[src/rtl/uart_tx_stream.sv]
// Streams a byte buffer out of data RAM as 8N1 serial frames, LSB first.
// Reads 32-bit words through the RAM's UART port and splits them little-endian.
module uart_tx_stream #(
  parameter int unsigned WIDTH        = 32,
  parameter int unsigned CLKS_PER_BIT = 16
) (
  input  logic             clk,
  input  logic             nrst,
  input  logic             start,
  input  logic [WIDTH-1:0] baseaddr,
  input  logic [WIDTH-1:0] bytecount,
  input  logic [WIDTH-1:0] rramdata,
  output logic [WIDTH-1:0] ramaddress,
  output logic             datao,
  output logic             busy,
  output logic             done
);

  localparam logic [15:0] BitLoad = 16'(CLKS_PER_BIT - 1);

  typedef enum logic [2:0] {
    StIdle,
    StFetch,
    StStart,
    StData,
    StStop,
    StDone
  } state_e;

  state_e           state_q, state_d;
  logic [15:0]      cnt_q, cnt_d;
  logic [2:0]       bitidx_q, bitidx_d;
  logic [WIDTH-1:0] idx_q, idx_d;
  logic [WIDTH-1:0] count_q, count_d;
  logic [WIDTH-1:0] base_q, base_d;
  logic [WIDTH-1:0] addr_q, addr_d;
  logic [7:0]       shreg_q, shreg_d;
  logic             datao_q, datao_d;
  logic             done_q, done_d;
  logic             zero_req;
  logic [WIDTH-1:0] idx_next;

  assign idx_next = idx_q + 1'b1;

  always_comb begin
    state_d  = state_q;
    cnt_d    = cnt_q;
    bitidx_d = bitidx_q;
    idx_d    = idx_q;
    count_d  = count_q;
    base_d   = base_q;
    addr_d   = addr_q;
    shreg_d  = shreg_q;
    zero_req = 1'b0;

    unique case (state_q)
      StIdle: begin
        if (start) begin
          if (bytecount != '0) begin
            base_d  = baseaddr;
            count_d = bytecount;
            idx_d   = '0;
            addr_d  = baseaddr;
            state_d = StFetch;
          end else begin
            zero_req = 1'b1;
          end
        end
      end
      StFetch: begin
        unique case (idx_q[1:0])
          2'd0:    shreg_d = rramdata[7:0];
          2'd1:    shreg_d = rramdata[15:8];
          2'd2:    shreg_d = rramdata[23:16];
          default: shreg_d = rramdata[31:24];
        endcase
        cnt_d   = BitLoad;
        state_d = StStart;
      end
      StStart: begin
        if (cnt_q == '0) begin
          cnt_d    = BitLoad;
          bitidx_d = '0;
          state_d  = StData;
        end else begin
          cnt_d = cnt_q - 16'd1;
        end
      end
      StData: begin
        if (cnt_q == '0) begin
          shreg_d  = {1'b0, shreg_q[7:1]};
          bitidx_d = bitidx_q + 3'd1;
          cnt_d    = BitLoad;
          if (bitidx_q == 3'd7) begin
            state_d = StStop;
          end
        end else begin
          cnt_d = cnt_q - 16'd1;
        end
      end
      StStop: begin
        if (cnt_q == '0) begin
          idx_d = idx_next;
          if (idx_next == count_q) begin
            state_d = StDone;
          end else begin
            // Word address only advances when the byte index crosses a word boundary.
            addr_d  = base_q + (idx_next >> 2);
            state_d = StFetch;
          end
        end else begin
          cnt_d = cnt_q - 16'd1;
        end
      end
      StDone: begin
        state_d = StIdle;
      end
      default: begin
        state_d = StIdle;
      end
    endcase
  end

  // Line is registered from the current state, so it lags the FSM by one cycle.
  always_comb begin
    datao_d = 1'b1;
    unique case (state_q)
      StStart: datao_d = 1'b0;
      StData:  datao_d = shreg_q[0];
      default: datao_d = 1'b1;
    endcase
    done_d = zero_req || (state_d == StDone);
  end

  always_ff @(posedge clk) begin
    if (!nrst) begin
      state_q  <= StIdle;
      cnt_q    <= '0;
      bitidx_q <= '0;
      idx_q    <= '0;
      count_q  <= '0;
      base_q   <= '0;
      addr_q   <= '0;
      shreg_q  <= '0;
      datao_q  <= 1'b1;
      done_q   <= 1'b0;
    end else begin
      state_q  <= state_d;
      cnt_q    <= cnt_d;
      bitidx_q <= bitidx_d;
      idx_q    <= idx_d;
      count_q  <= count_d;
      base_q   <= base_d;
      addr_q   <= addr_d;
      shreg_q  <= shreg_d;
      datao_q  <= datao_d;
      done_q   <= done_d;
    end
  end

  assign ramaddress = addr_q;
  assign datao      = datao_q;
  assign done       = done_q;
  assign busy       = (state_q == StFetch) || (state_q == StStart) ||
                      (state_q == StData)  || (state_q == StStop);

endmodule

[config.mk]
export PLATFORM = sky130hd
export DESIGN_NAME = uart_tx_stream
export DESIGN_NICKNAME = d
export VERILOG_FILES = /design/src/rtl/uart_tx_stream.sv
export SDC_FILE = /design/constraint.sdc
export NUM_CORES = 1
export LEC_CHECK = 0
export ABC_AREA = 1
export BUFFER_PORTS_ARGS = -buffer_cell sky130_fd_sc_hd__clkbuf_2
export CAP_MARGIN = 10
export CORE_MARGIN = 8
export CORE_UTILIZATION = 54
export CTS_BUF_LIST = sky130_fd_sc_hd__clkbuf_8 sky130_fd_sc_hd__clkbuf_16
export CTS_CLUSTER_SIZE = 20
export DETAILED_ROUTE_END_ITERATION = 10
export PLACE_DENSITY = 0.84
export REMOVE_ABC_BUFFERS = 1
export SLEW_MARGIN = 15
export SYNTH_ARGS = -nofsm -noshare
export SYNTH_HDL_FRONTEND = slang
export SYNTH_SLANG_ARGS = --single-unit
[constraint.sdc]
create_clock -name clk -period 4.6 [get_ports clk]
set_clock_uncertainty 0.2 [all_clocks]
set_input_delay 0.92 -clock clk [delete_from_list [all_inputs] [get_ports clk]]
set_output_delay 0.92 -clock clk [all_outputs]
set_load 0.02 [all_outputs]
# Yosys cells after proc, flatten, opt, wreduce, memory -nomap -nowiden
# Cells that the tools add are included.
[classes]
addsub = 4
eq_ne = 16
muxes = 30
reduce_logical = 19
[op_table]
columns = ["op", "count"]
rows = [
  ["two-way mux 32 bit", 7],
  ["case mux 32 bit (2 select lines)", 2],
  ["case mux 16 bit (3 select lines)", 1],
  ["adder 32 x 1 -> 32 bit, second input constant", 1],
  ["adder 32 x 30 -> 32 bit", 1],
  ["== test 32 bit", 1],
  ["two-way mux 16 bit", 2],
  ["nonzero test 32 bit", 1],
  ["two-way mux 3 bit", 9],
  ["case mux 8 bit (3 select lines)", 1],
  ["logical NOT 16 bit", 1],
  ["case mux 8 bit (2 select lines)", 1],
  ["subtractor 16 x 1 -> 16 bit, second input constant", 1],
  ["case mux 3 bit (5 select lines)", 1],
  ["inequality test 2 bit, second input constant", 7],
  ["== test 3 bit, second input constant", 3],
  ["two-way mux 8 bit", 1],
  ["== test 3 x 2 -> 1 bit, second input constant", 2],
  ["case mux 3 bit (2 select lines)", 1],
  ["AND reduction 3 bit", 2],
  ["nonzero test 2 bit", 3],
  ["AND reduction 5 bit", 1],
  ["logical OR 1 bit", 4],
  ["AND reduction 2 bit", 2],
  ["11 further kinds", 13],
]
[word_totals]
ff_bits = 160
input_bits = 99
output_inout_bits = 35
wordCells = 79

# Logic depth before layout (Yosys ltp)
# Gate-level depths: netlist of run 1.
[depth]
depth_word = 7
ltp_mapped = 23
mapped_depth_nobuf = 23

# Worst setup path after synthesis of run 1
# No wires, ideal clock.
[synth_path]
path_type = "register -> register"
startpoint = "register idx_q[0]"
endpoint = "register addr_q[20] (netlist: ramaddress[20])"
setup_ns = 0.112
t_arrival_ns = 2.623
required_time_ns = 4.288
setup_slack_ns = 1.665
path_stages_with_launch = 22
n_path_buf = 0
period_less_slack_ns = 2.935
cell_sequence = "dfxtp_1 -> ha_1 -> nand2_2 -> nor2_4 -> nand2_2 -> nor2_4 -> nand3_1 -> nand2_1 -> inv_2 -> ha_1 -> nand2_1 -> nor2_1 -> inv_1 -> nor2_1 -> nand4_1 -> nand3_1 -> a21oi_1 -> o21ai_0 -> nand2_1 -> nand3b_1 -> nand2_1 -> nor2_1"
[synth_via]
elab_chain_len = 5
elab_cells_between_ends = 8
cone_classes = "add/sub: 2; eq/ne: 2; mux: 3; reduce/logical: 1"
[synth_rtl]
columns = ["item", "line_no", "source"]
rows = [
  ["start, declared", "33", "logic [WIDTH-1:0] idx_q, idx_d;"],
  ["start signal, assigned", "151", "idx_q <= idx_d;"],
  ["adder 32 x 1 -> 32 bit *", "43", "assign idx_next = idx_q + 1'b1;"],
  ["adder 32 x 30 -> 32 bit", "108", "addr_d = base_q + (idx_next >> 2);"],
  ["two-way mux 32 bit", "104", "if (idx_next == count_q) begin"],
  ["two-way mux 32 bit", "102", "if (cnt_q == '0) begin"],
  ["case mux 32 bit (2 select lines)", "56", "unique case (state_q)"],
  ["end signal, assigned", "154", "addr_q <= addr_d;"],
  ["end, declared", "36", "logic [WIDTH-1:0] addr_q, addr_d;"],
]
# Mark *: on every way between the ends. The rest lies on a longest branch, timed or not. The select of a mux whose other input is x is not followed.
# A chain may end at the register's enable or synchronous reset.

# Worst setup path after layout of run 1
[layout_path]
startpoint = "register idx_q[1]"
endpoint = "register addr_q[20] (netlist: ramaddress[20])"
# The elaborated chain is that of the path after synthesis.

==> impl_metrics.json, run 1 <==
{
  "post_cts_resized": 0,
  "rows": 50,
  "ys_types": 45,
  "vias_per_cell": 5.60,
  "area_growth_pct": 14.0,
  "ir_drop_mv": 0.269,
  "period_share": 0.792,
  "antennaDiodeCount": 0,
  "final.min_clock_period_ns": 3.64,
  "cts_tree": "built",
  "cellLeakagePower_nw": 5.41,
  "numClockSinks": 160,
  "crit_path_end_kind": "flop",
  "outcome": "finished clean",
  "crit_fanout": 8,
  "dpl.cell_count": 1979,
  "synth_ff_type": "dfxtp_1",
  "p_per_area_mw_per_mm2": 332,
  "insertion_delay_ns": 0.44,
  "cp-start-kind": "flop",
  "fmax_mhz": 275,
  "start_util": 0.551,
  "coreArea_mm2": 0.0187,
  "ys_warn_count": 0,
  "crit_arrival_ns": 3.78,
  "num_vias": 11300,
  "ctsHoldBuffers": 0,
  "path_clk_slew_ns": 0.07,
  "grt_max_degree": 64,
  "die_x_um": 154,
  "root_buffer": "clkbuf_16",
  "wl_per_cell_um": 15.8,
  "port_buffers": 133,
  "layout.cells.non_filler": 2011,
  "hpwlAfterDp_mm": 24.3,
  "avgSynthCellArea_um2": 6.23,
  "nets": 1903,
  "setup-violations-final": 0,
  "p_total_mw": 3.91,
  "grtUsageMet3": 0.0513,
  "busiest_layer": "met2",
  "die_area_mm2": 0.0238,
  "grt_pass1_vias": 10600,
  "syn_area_mm2": 0.0103,
  "firstDrtPassIters": 5,
  "grt_pass1_wl_mm": 51.6,
  "rsz0062_at_grt": "false",
  "gp_congestion": 0.957,
  "worstMarginPinSlew_ns": 1.02,
  "cts_max_level": 4,
  "synth-seq-cells": 160,
  "postRouteAntennaNets": 0,
  "slew_headroom": 0.313,
  "fin_util": 0.629,
  "post-cts-setup-buffers": 0,
  "grtUsageTotal": 0.264,
  "hold_viol_final": 0,
  "final_layout_size_suffix_gt1_frac": 0.129,
  "cp_data_required_time_ns": 4.74,
  "pin_count": 134,
  "cts_buffers": 17,
  "antenna_found_initial": 0,
  "syn_inst": 1655,
  "drc": 0,
  "drt_iter0_drc": 797,
  "met2_usage": 0.448,
  "clock_path_buffers": 2,
  "wl_mm": 31.7,
  "fin_setup_tns_ns": 0,
  "cap_viol_max_count": 0,
  "grtUsageMet1": 0.319,
  "critPathKind": "reg2reg",
  "synth-edff-count": 0,
  "synthArstFlopShare": 0,
  "ys_seq_area_frac": 0.311,
  "hp-class": "reg2reg",
  "fp.dieH_um": 154,
  "final_max_slew_viol_count": 0,
  "grt_overflow_total": 0
}
[worst paths after layout]
kind             startpoint        endpoint  slack, ns  cells past startpoint
max                idx_q[1]  ramaddress[20]       0.96                     21
max reg2reg        idx_q[1]  ramaddress[20]       0.96                     21
min reg2reg  ramaddress[30]  ramaddress[30]       0.27                      2
min          ramaddress[30]  ramaddress[30]       0.27                      2
[where the power goes]
group	switching (mW)	internal (mW)	leakage (nW)
clock network	0.614	0.898	0.292
registers	0.0914	1.52	1.31
logic	0.508	0.278	3.80
[cells in the final DEF (no fill, tap or decap), types with 4 or more instances in the layout]
cell / instances
a21oi_1: 147
a22oi_1: 17
a31oi_1: 5
buf_4: 13
clkbuf_16: 17
clkbuf_2: 133
clkinvlp_4: 5
dfxtp_1: 160
ha_1: 39
inv_1: 155
inv_2: 7
nand2_1: 443
nand2_2: 4
nand3_1: 108
nand3b_1: 35
nand4_1: 12
nor2_1: 223
nor2_2: 26
nor2_4: 5
nor3_1: 12
nor4_1: 11
o211ai_1: 7
o21a_1: 7
o21ai_0: 130
o21bai_1: 5
o22ai_1: 4
or2_2: 8
[layer usage]
| metal | share of wire | vias up | routed length [µm] |
|---|---|---|---|
| met3 | 0.079 | 86 | 2510 |
| met1 | 0.42 | 5047 | 13300 |
| li1 | - | 5655 | - |
| met4 | 0.037 | 0 | 1190 |
| met2 | 0.46 | 464 | 14700 |
| met5 | 0 | - | 0 |
[flip-flops by register name, summed over array words and instances, names as in the netlist]
name	cells
cnt_q	16
bitidx_q	3
ramaddress	32
datao	1
shreg_q	8
idx_q	32
base_q	32
count_q	32
state_q	3
done	1
[critical path, cell delays in order (launching register included)]
cell	delay (ns)
dfxtp_1	0.46
ha_1	0.27
nand2_2	0.10
nor2_4	0.15
nand2_2	0.13
nor2_4	0.20
nand3_1	0.09
nand2_1	0.12
inv_2	0.06
ha_1	0.39
nand2_1	0.13
nor2_1	0.15
inv_1	0.09
nor2_1	0.16
nand4_1	0.15
nand3_1	0.16
a21oi_1	0.07
o21ai_0	0.09
nand2_1	0.10
nand3b_1	0.16
nand2_1	0.08
nor2_1	0.04
[per-stage QoR]
| stage | hold WS [ns] | worst slack (ns) | cell area, µm² |
|---|---|---|---|
| floorplan | 0.233 | -0.920 | 10100 |
| global placement | 0.252 | 0.998 | 11100 |
| detailed placement | 0.248 | 0.890 | 11100 |
| CTS | 0.270 | 1.03 | 11800 |
| global route | 0.293 | 0.572 | 11800 |
| finish | 0.268 | 0.958 | 11800 |
[cells in the mapped netlist (4+ instances only)]
master	n	share of area
buf_2	6	0.0029
nor2_4	5	0.0055
inv_2	7	0.0025
a22oi_1	17	0.012
o21bai_1	5	0.0036
nand2_1	444	0.16
nor2_2	24	0.015
nand4_1	12	0.0073
nor4_1	11	0.0067
o21ai_0	130	0.063
a31oi_1	5	0.0030
nor2_1	225	0.082
nor3_1	12	0.0058
inv_1	154	0.056
o22ai_1	4	0.0024
buf_1	7	0.0025
a21oi_1	147	0.071
o21a_1	7	0.0051
or2_2	8	0.0049
clkbuf_1	40	0.015
nand3b_1	35	0.025
o211ai_1	7	0.0051
ha_1	39	0.047
nand3_1	108	0.052
dfxtp_1	160	0.31
[kinds of logic (layout without fill, tap and decap cells)]
logic type | count (synthesis) | count (layout) | share of synthesized area
xor+xnor | 6 | 6 | 0.00789
flops | 160 | 160 | 0.311
simple gates | 898 | 898 | 0.376
buf+inv | 219 | 341 | 0.0826
fa+ha+maj | 40 | 40 | 0.0493
compound gates | 332 | 332 | 0.173
[final cells by class]
class | instances | area (µm²)
Clock inverter | 12 | 158
Fill cell | 1740 | 6950
Inverter | 163 | 612
Clock buffer | 20 | 467
Sequential cell | 160 | 3200
Timing Repair Buffer | 146 | 763
Multi-Input combinational cell | 1276 | 6260
Tap cell | 234 | 293
Power figures use the tool's default switching activity.
==> inputs of run 2 (changes only) <==
--- a/config.mk
+++ b/config.mk
@@ -9,11 +9,11 @@
 export BUFFER_PORTS_ARGS = -buffer_cell sky130_fd_sc_hd__clkbuf_2
 export CAP_MARGIN = 10
 export CORE_MARGIN = 8
-export CORE_UTILIZATION = 54
+export CORE_UTILIZATION = 53
 export CTS_BUF_LIST = sky130_fd_sc_hd__clkbuf_8 sky130_fd_sc_hd__clkbuf_16
 export CTS_CLUSTER_SIZE = 20
 export DETAILED_ROUTE_END_ITERATION = 10
-export PLACE_DENSITY = 0.84
+export PLACE_DENSITY = 0.86
 export REMOVE_ABC_BUFFERS = 1
 export SLEW_MARGIN = 15
 export SYNTH_ARGS = -nofsm -noshare
==> constraint.sdc (replaced) <==
create_clock -name clk -period 3.2 [get_ports clk]
set_clock_uncertainty 0.2 [all_clocks]
set_input_delay 0.64 -clock clk [delete_from_list [all_inputs] [get_ports clk]]
set_output_delay 0.64 -clock clk [all_outputs]
set_load 0.02 [all_outputs]
==> run 2 against run 1 <==
Compared with the run above: the flow now finishes with violations (negative setup slack); count of clock-buffer cells in the layout down 2; final area is 18% higher; global-route usage increased by 1.9 points; non-clock buffer count rose by 155; routed wire length is 17% higher; hold slack lost 0.040 ns; die area is 1.7% higher; cell count up 9.2%; sequential share of layout area fell by 4.1 points; core utilization rose by 9.3 points; setup slack got worse by 1.0 ns; total power increased by 44%; critical path type unchanged; largest cell class unchanged; largest power group unchanged.
==> impl_metrics.json, run 2 (synthesized netlist as in run 1, its figures left out) <==
{
  "coreArea_mm2": 0.0193,
  "rsz0062_at_grt": "true",
  "fp.dieH_um": 155,
  "antennaDiodeCount": 0,
  "nets": 2058,
  "crit_chain": "buf_6 -> inv_2 -> nor2_4 -> nand2_4 -> nor2_4 -> nand2_4 -> xnor2_4 -> ha_4 -> nand2_2 -> buf_4 -> nor2_4 -> inv_2 -> nor2_4 -> nand4_1 -> nand3_2 -> a21oi_1 -> o21ai_1 -> nand2_1 -> nand3b_1 -> nand2_1 -> nor2_1",
  "root_buffer": "clkbuf_16",
  "crit_path_end_kind": "flop",
  "slew_headroom": 0.607,
  "cap_viol_max_count": 0,
  "timing.hold.ws_ns": 0.229,
  "wl_per_cell_um": 16.8,
  "violations": "negative setup slack",
  "num_vias": 12400,
  "ctsHoldBuffers": 0,
  "p_per_area_mw_per_mm2": 406,
  "cellLeakagePower_nw": 6.27,
  "fillers": 1534,
  "port_buffers": 133,
  "clock_path_buffers": 2,
  "final.min_clock_period_ns": 3.25,
  "fin_util": 0.721,
  "cts_tree": "built",
  "pin_count": 134,
  "drt_iter0_drc": 1010,
  "cts_buffers": 17,
  "crit_fanout": 7,
  "outcome": "finished with violations",
  "final_max_slew_viol_count": 0,
  "cts_max_level": 4,
  "drc": 0,
  "dpl-instance-area_mm2": 0.0123,
  "period_share": 1.02,
  "wl_mm": 37.0,
  "critPathKind": "reg2reg",
  "crit_path_max_incr_delay_ns": 0.37,
  "cp-start-kind": "flop",
  "die_area_mm2": 0.0242,
  "dpl.cell_count": 2150,
  "crit_arrival_ns": 3.39,
  "final_layout_size_suffix_gt1_frac": 0.287,
  "grt_max_degree": 49,
  "postRouteAntennaNets": 0,
  "hold_viol_final": 0,
  "die_x_um": 155,
  "area_growth_pct": 34.8,
  "layout_common_cells": "nand2_1, nor2_1, buf_4, dfxtp_1, inv_1",
  "firstDrtPassIters": 6,
  "fin_ws_ns": -0.0514,
  "path_common_cell": "nor2_4",
  "fmax_mhz": 308,
  "grt_pass1_wl_mm": 55.0,
  "worstMarginPinSlew_ns": 0.584,
  "critical-path-slowest-cell": "dfxtp_2",
  "start_util": 0.535,
  "hp-class": "in2reg",
  "ir_drop_mv": 0.383,
  "vias_per_cell": 5.63,
  "cp_data_required_time_ns": 3.34,
  "numClockSinks": 160,
  "grt_pass1_vias": 11100,
  "rows": 51,
  "path_clk_slew_ns": 0.07,
  "insertion_delay_ns": 0.44,
  "gp_congestion": 0.973,
  "setup-violations-final": 5,
  "layout.cells.non_filler": 2197,
  "final_common_cell": "nand2_1",
  "antenna_found_initial": 0,
  "stdcell_area_mm2": 0.0139,
  "hpwlAfterDp_mm": 26.7,
  "grt_overflow_total": 0,
  "grtUsageTotal": 0.283
}
run 2: changes by cell type in the layout (fill, tap and decap cells not counted), sizes merged:
cell / change
buf: +155
clkinv: +3
clkbuf: -2
bufinv: -3
inv: +3
clkinvlp: -1
run 2: metal layers:
metal	wire length [µm]	global-route usage
met3	3120	0.0546
met5	0	0
met2	17400	0.480
met4	1620	0.127
met1	14800	0.341
run 2: cell type report:
type | count | area [µm²] | area share
Inverter | 163 | 614 | 0.0442
Clock inverter | 14 | 108 | 0.00774
Sequential cell | 160 | 3220 | 0.231
Multi-Input combinational cell | 1276 | 7160 | 0.515
Timing Repair Buffer | 301 | 2030 | 0.146
Clock buffer | 18 | 439 | 0.0316
Tap cell | 265 | 332 | 0.0239
run 2: what timing repair did:
item                                    4_1_cts  5_1_grt
resized for setup                            52      184
pin swaps                                    14       45
endpoints found under the setup margin       22       33
buffers inserted                              4       11
run 2: worst max-delay path, delay by kind of cell, from the launching register on:
| family | cells | cell delay (ns) |
|---|---|---|
| AND/OR/NAND/NOR | 13 | 1.60 |
| buffers and inverters | 4 | 0.38 |
| flip-flops | 1 | 0.37 |
| adder cells (fa/ha/maj) | 1 | 0.29 |
| AO/OA/AOI/OAI | 2 | 0.17 |
| XOR/XNOR | 1 | 0.14 |
run 2: path summary, 6_finish.rpt:
| path | end | depth (start not counted) | slack [ns] | from |
|---|---|---|---|---|
| hold / removal | base_q[8] | 3 | 0.23 | baseaddr[8] |
| hold reg to reg | ramaddress[31] | 2 | 0.26 | ramaddress[31] |
| setup reg to reg | ramaddress[20] | 21 | -0.05 | idx_q[0] |
| setup / recovery | ramaddress[20] | 21 | -0.05 | idx_q[0] |
run 2: stage by stage:
step / setup WS [ns] / power [mW] / TNS, ns
after floorplan: -2.32 / 3.08 / -155.96
after global placement: -0.159 / 3.57 / -0.778
after detailed placement: -0.248 / 3.60 / -2.61
after CTS: -0.0194 / 5.55 / -0.0557
after global routing: -0.209 / 5.87 / -2.82
final: -0.0514 / 5.64 / -0.125
run 2: power breakdown:
part	switching, mW	internal, mW
logic	0.813	0.536
clock network	0.929	1.02
registers	0.161	2.18
